## src/rtl/pipe_hazard_ctrl.sv

```systemverilog
// Stall/flush sequencer for the IF/ID, ID/EX and EX/MEM pipeline latches.
// Resolves per-stage hazard requests, redirects the PC on mispredict and counts fetch stalls.
module pipe_hazard_ctrl #(
  parameter int unsigned MULDIV_LAT     = 4,
  parameter int unsigned REDIRECT_FLUSH = 2,
  parameter int unsigned CNT_W          = 4
) (
  input  logic        CLK,
  input  logic        RESET,
  input  logic        ICACHE_MISS,
  input  logic        LOAD_USE,
  input  logic        MULDIV_START,
  input  logic        MISPREDICT,
  input  logic [31:0] MISPREDICT_TARGET,
  input  logic        DCACHE_MISS,
  output logic        STALL_IF,
  output logic        STALL_IFID,
  output logic        FLUSH_IFID,
  output logic        STALL_IDEX,
  output logic        FLUSH_IDEX,
  output logic        STALL_EXMEM,
  output logic        FLUSH_EXMEM,
  output logic        PC_REDIRECT,
  output logic [31:0] PC_TARGET,
  output logic [1:0]  STATE_OUT,
  output logic [31:0] STALL_COUNT
);

  typedef enum logic [1:0] {
    S_RUN    = 2'd0,
    S_DMISS  = 2'd1,
    S_MULDIV = 2'd2,
    S_REDIR  = 2'd3
  } state_t;

  localparam logic [CNT_W-1:0] MULDIV_LOAD = CNT_W'(MULDIV_LAT - 1);
  localparam logic [CNT_W-1:0] REDIR_LOAD  = CNT_W'(REDIRECT_FLUSH - 1);

  state_t           r_state;
  state_t           w_next_state;
  logic [CNT_W-1:0] r_cnt;
  logic [CNT_W-1:0] w_next_cnt;
  logic [31:0]      r_stall_cnt;

  logic w_stall_if, w_stall_ifid, w_flush_ifid, w_stall_idex;
  logic w_flush_idex, w_stall_exmem, w_flush_exmem, w_redirect;

  // DMISS shares the RUN evaluation: with the miss still present it picks the
  // all-stall branch and stays, otherwise it exits in the same cycle.
  always_comb begin
    w_next_state  = r_state;
    w_next_cnt    = r_cnt;
    w_stall_if    = 1'b0;
    w_stall_ifid  = 1'b0;
    w_flush_ifid  = 1'b0;
    w_stall_idex  = 1'b0;
    w_flush_idex  = 1'b0;
    w_stall_exmem = 1'b0;
    w_flush_exmem = 1'b0;
    w_redirect    = 1'b0;
    unique case (r_state)
      S_RUN, S_DMISS: begin
        if (DCACHE_MISS) begin
          w_stall_if    = 1'b1;
          w_stall_ifid  = 1'b1;
          w_stall_idex  = 1'b1;
          w_stall_exmem = 1'b1;
          w_next_state  = S_DMISS;
        end else if (MISPREDICT) begin
          w_redirect   = 1'b1;
          w_flush_ifid = 1'b1;
          w_flush_idex = 1'b1;
          w_next_cnt   = REDIR_LOAD;
          w_next_state = (REDIRECT_FLUSH > 1) ? S_REDIR : S_RUN;
        end else if (MULDIV_START) begin
          w_stall_if    = 1'b1;
          w_stall_ifid  = 1'b1;
          w_stall_idex  = 1'b1;
          w_flush_exmem = 1'b1;
          w_next_cnt    = MULDIV_LOAD;
          w_next_state  = (MULDIV_LAT > 1) ? S_MULDIV : S_RUN;
        end else if (LOAD_USE) begin
          w_stall_if   = 1'b1;
          w_stall_ifid = 1'b1;
          w_flush_idex = 1'b1;
          w_next_state = S_RUN;
        end else begin
          w_stall_if   = ICACHE_MISS;
          w_flush_ifid = ICACHE_MISS;
          w_next_state = S_RUN;
        end
      end
      S_MULDIV: begin
        w_stall_if   = 1'b1;
        w_stall_ifid = 1'b1;
        w_stall_idex = 1'b1;
        if (DCACHE_MISS) w_stall_exmem = 1'b1;
        else             w_flush_exmem = 1'b1;
        if (r_cnt != '0) w_next_cnt = r_cnt - 1'b1;
        if (r_cnt <= CNT_W'(1)) w_next_state = DCACHE_MISS ? S_DMISS : S_RUN;
      end
      S_REDIR: begin
        w_flush_ifid = 1'b1;
        if (DCACHE_MISS) begin
          w_stall_if    = 1'b1;
          w_stall_ifid  = 1'b1;
          w_stall_idex  = 1'b1;
          w_stall_exmem = 1'b1;
        end else begin
          w_stall_if = ICACHE_MISS;
          if (r_cnt != '0) w_next_cnt = r_cnt - 1'b1;
          if (r_cnt <= CNT_W'(1)) w_next_state = S_RUN;
        end
      end
      default: w_next_state = S_RUN;
    endcase
  end

  always_ff @(posedge CLK or negedge RESET) begin
    if (!RESET) begin
      r_state     <= S_RUN;
      r_cnt       <= '0;
      r_stall_cnt <= '0;
    end else begin
      r_state <= w_next_state;
      r_cnt   <= w_next_cnt;
      if (w_stall_if && (r_stall_cnt != '1)) r_stall_cnt <= r_stall_cnt + 32'd1;
    end
  end

  assign STALL_IF    = RESET & w_stall_if;
  assign STALL_IFID  = RESET & w_stall_ifid;
  assign STALL_IDEX  = RESET & w_stall_idex;
  assign STALL_EXMEM = RESET & w_stall_exmem;
  assign FLUSH_IFID  = ~RESET | w_flush_ifid;
  assign FLUSH_IDEX  = ~RESET | w_flush_idex;
  assign FLUSH_EXMEM = ~RESET | w_flush_exmem;
  assign PC_REDIRECT = RESET & w_redirect;
  assign PC_TARGET   = PC_REDIRECT ? MISPREDICT_TARGET : '0;
  assign STATE_OUT   = r_state;
  assign STALL_COUNT = r_stall_cnt;

endmodule

```

## config.mk

```make
export PLATFORM = sky130hd
export DESIGN_NAME = pipe_hazard_ctrl
export DESIGN_NICKNAME = d
export VERILOG_FILES = /design/src/rtl/pipe_hazard_ctrl.sv
export SDC_FILE = /design/constraint.sdc
export NUM_CORES = 1
export LEC_CHECK = 0
export BUFFER_PORTS_ARGS = -buffer_cell sky130_fd_sc_hd__clkbuf_2
export CORE_MARGIN = 2
export CORE_UTILIZATION = 28
export CTS_CLUSTER_DIAMETER = 120
export CTS_CLUSTER_SIZE = 14
export DETAILED_ROUTE_END_ITERATION = 6
export PLACE_DENSITY = 0.55
export SLEW_MARGIN = 20
export SYNTH_ARGS = -nofsm -noshare
export SYNTH_HDL_FRONTEND = slang
export SYNTH_SLANG_ARGS = --single-unit
```

## constraint.sdc

```tcl
create_clock -name CLK -period 1.88 [get_ports CLK]
set_input_delay 0.188 -clock CLK [delete_from_list [all_inputs] [get_ports CLK]]
set_output_delay 0.188 -clock CLK [all_outputs]
set_load 0.01 [all_outputs]
```

==> flow_metrics.tcl <==
set metrics [dict create \
    outcome "complete, no violations" \
    preCtsSetupSlack_ns 0.01783 \
    clock_sinks 38 \
    synth_xor_xnor_area_share 0.1026 \
    syn_area_per_cell_sq_um 9.641 \
    fmaxAchievable_ghz 0.5549 \
    tritoncts "yes" \
    hold_viol 0 \
    max-vdd-ir-drop_uv 564.3 \
    wl_met2_mm 3.390 \
    rrSetupSlack_ns 0.08 \
    grt_pass1_vias 2255 \
    ys.flop_type "dfrtp_1" \
    synth_top_family_by_area "simple AND/OR/NAND/NOR gates" \
    fin_ws_ns 0.07775 \
    dr.pass1.iters 4 \
    yosysWarnings 0 \
    critPathArrivalTime_ns 1.97 \
    synth_fp_nets 290 \
    drt-total-wl_mm 6.894 \
    core_area_sq_um 8258 \
    placementRows 33 \
    final_util 0.4368 \
    power.internal_w 0.001914 \
    yosys.area_share.simple 0.3605 \
    synth-compound-area-share 0.06489 \
    gp_congestion 0.8252 \
    cp-end-kind "flip-flop" \
    cts_root_buf "clkbuf_8" \
    clockBufferDepth 2 \
    drive_above_1_share 0.4852 \
    synthArstFlopShare 1.000 \
    track_usage 0.1475 \
    met1_length_mm 2.830 \
    clk_pin_slew_ns 0.07 \
    finalCriticalPeriod_ns 1.802 \
    synth_cell_types 46 \
    syn_area_sq_um 2391 \
    route.detailed.drc 0 \
    synth_mux_area_frac 0.02459 \
    cts_hold_buf 0 \
    powerDensity_nw_per_um2 827.4 \
    ys_ff_latch 38 \
    cp_data_required_time_ns 2.05 \
    io_pins 113 \
    io_buffers 112 \
    fill_cells 826 \
    antennaDiodeCount 0 \
    highest_layer "met4" \
    critPathKind "flip-flop to flip-flop" \
    syn_to_final_growth_pct 50.86 \
    setup_tns_ns 0 \
    drtIter0Drc 44 \
    die_x_microns 96.41 \
    swShare 0.3585 \
    synth-adder-area-share 0.01570 \
    cellLeakagePower_nw 1.938 \
    wl_met3_microns 604 \
    period_share 0.9586 \
    synth_edf_count 0 \
    die-area_sq_um 9295 \
    combPwrFrac 0.457 \
    grt_max_degree 43 \
    p_clk_frac 0.174 \
    vias_per_cell 4.879 \
    cp-start-kind "flip-flop" \
    grt_overflow_total 0 \
    rsz0062_at_grt "true" \
    fin_worst_skew_ns 0.004766 \
    final_nets 448 \
    wire_per_inst_microns 13.49 \
    maxSlewViolCount 0 \
    grt_pass1_wl_mm 10.67 \
    hold_path.class "input port to async pin" \
    slew_headroom 0.6105 \
    numCtsBuffers 5 \
    switching_power_w 0.001070 \
    htreeDepth 2 \
    crit_fanout 2 \
    antenna_found_initial 0 \
    vias 2493 \
    dp_cells 499 \
    max_slew.worst_pin.slew_ns 0.5843 \
    start_util 0.2895 \
    setup_viol 0 \
    ys_seq_area_frac 0.3977 \
    dp_hpwl_mm 5.432 \
    insertion_delay_ns 0.29 \
    antenna_left 0 \
    seq_power_share 0.369 \
    syn_inst 248 \
    max-cap-violations 0 \
    final_cells 511 \
    die_h_microns 96.41 \
]
## routing by layer
layer | track usage | up-vias
met5 | 0 | -
met4 | 0.03873 | 0
met3 | 0.02715 | 5
met2 | 0.2656 | 109
met1 | 0.1807 | 1163
li1 | - | 1216
## synth_stat cells, drive strengths merged, types with 2 or more instances
master,number,share of area
nor4,4,0.028
inv,5,0.0079
xor2,4,0.015
ha,3,0.016
nor3,5,0.010
and2,7,0.018
o21ai,2,0.0042
a31oi,3,0.014
and4,4,0.015
xnor2,24,0.088
nand3b,2,0.0063
a21oi,6,0.013
dfrtp,38,0.40
nand4,23,0.066
nor3b,3,0.016
nand3,13,0.031
mux2,4,0.020
and3,41,0.11
nor2,12,0.019
nand2,18,0.028
buf,4,0.012
clkbuf,9,0.014
## worst paths after layout
path | start | end | cells after the start
setup / recovery | STALL_COUNT[13]$_DFFE_PN0P_ | STALL_COUNT[22]$_DFFE_PN0P_ | 6
hold reg to reg | STALL_COUNT[18]$_DFFE_PN0P_ | STALL_COUNT[18]$_DFFE_PN0P_ | 1
max in group asynchronous | RESET | STALL_COUNT[1]$_DFFE_PN0P_ | 2
min in group CLK | MISPREDICT | STATE_OUT[0]$_DFFE_PN0P_ | 4
hold / removal | RESET | STATE_OUT[0]$_DFFE_PN0P_ | 2
setup reg to reg | STALL_COUNT[13]$_DFFE_PN0P_ | STALL_COUNT[22]$_DFFE_PN0P_ | 6
## logic make-up after synthesis
kind of cell / Yosys count
xor+xnor: 28
simple gates: 136
mux: 5
compound gates: 20
flops: 38
buf+inv: 18
fa+ha+maj: 3
## power by group through the flow
stage                     Combinational (W)  Clock [W]  Sequential (W)
after global routing                0.00152   0.000587         0.00113
after CTS                           0.00133   0.000545         0.00110
after floorplan                    0.000619          0         0.00121
after detailed placement            0.00129          0         0.00112
after global placement              0.00126          0         0.00111
final                               0.00136   0.000520         0.00110
## layout by cell type (no fill, tap or decap), drive strengths merged, types with 3 or more instances in the layout
cell type,synthesis,routed
clkbuf,9,101
buf,4,70
and3,41,41
dfrtp,38,38
xnor2,24,24
nand4,23,23
nand2,18,18
nand3,13,13
nor2,12,12
and2,7,7
a21oi,6,6
inv,5,5
nor3,5,5
xor2,4,4
nor4,4,4
and4,4,4
mux2,4,4
nor3b,3,3
a31oi,3,3
ha,3,3
## stage by stage
stage	hold WS, ns	power, W	cell area [sq um]
global placement	0.4814	0.002368	3401
finish	0.2756	0.002984	3607
global route	0.3415	0.003232	3607
floorplan	-0.1076	0.001827	2406
CTS	0.3080	0.002970	3521
detailed placement	0.4890	0.002401	3401
## critical path: stages, from the launching register on
cell	delay, ns
dfrtp_1	0.35
nand4_1	0.19
buf_4	0.20
nor4_4	0.27
nor3b_4	0.28
nand3_2	0.11
mux2_4	0.30
## repair_timing
action                                  CTS  global route
pin swaps                                 2            10
buffers inserted                          1             3
gates resized for setup                   6            32
endpoints found under the setup margin   35            30
gates cloned                              1             0
## state kept, by name, indices dropped and copies added (netlist names)
| register | flops |
|---|---|
| STALL_COUNT | 32 |
| STATE_OUT | 2 |
| r_cnt | 4 |
## layout make-up
| class | instances | area, sq um | area share |
|---|---|---|---|
| multi-input cells | 192 | 1431 | 0.3968 |
| clock buffers | 7 | 76.32 | 0.02116 |
| flip-flops and latches | 38 | 954.7 | 0.2647 |
| repair buffers | 164 | 994.7 | 0.2758 |
| inverters | 5 | 18.77 | 0.005203 |
| well taps | 105 | 131.4 | 0.03642 |
Power figures use the tool's default switching activity.
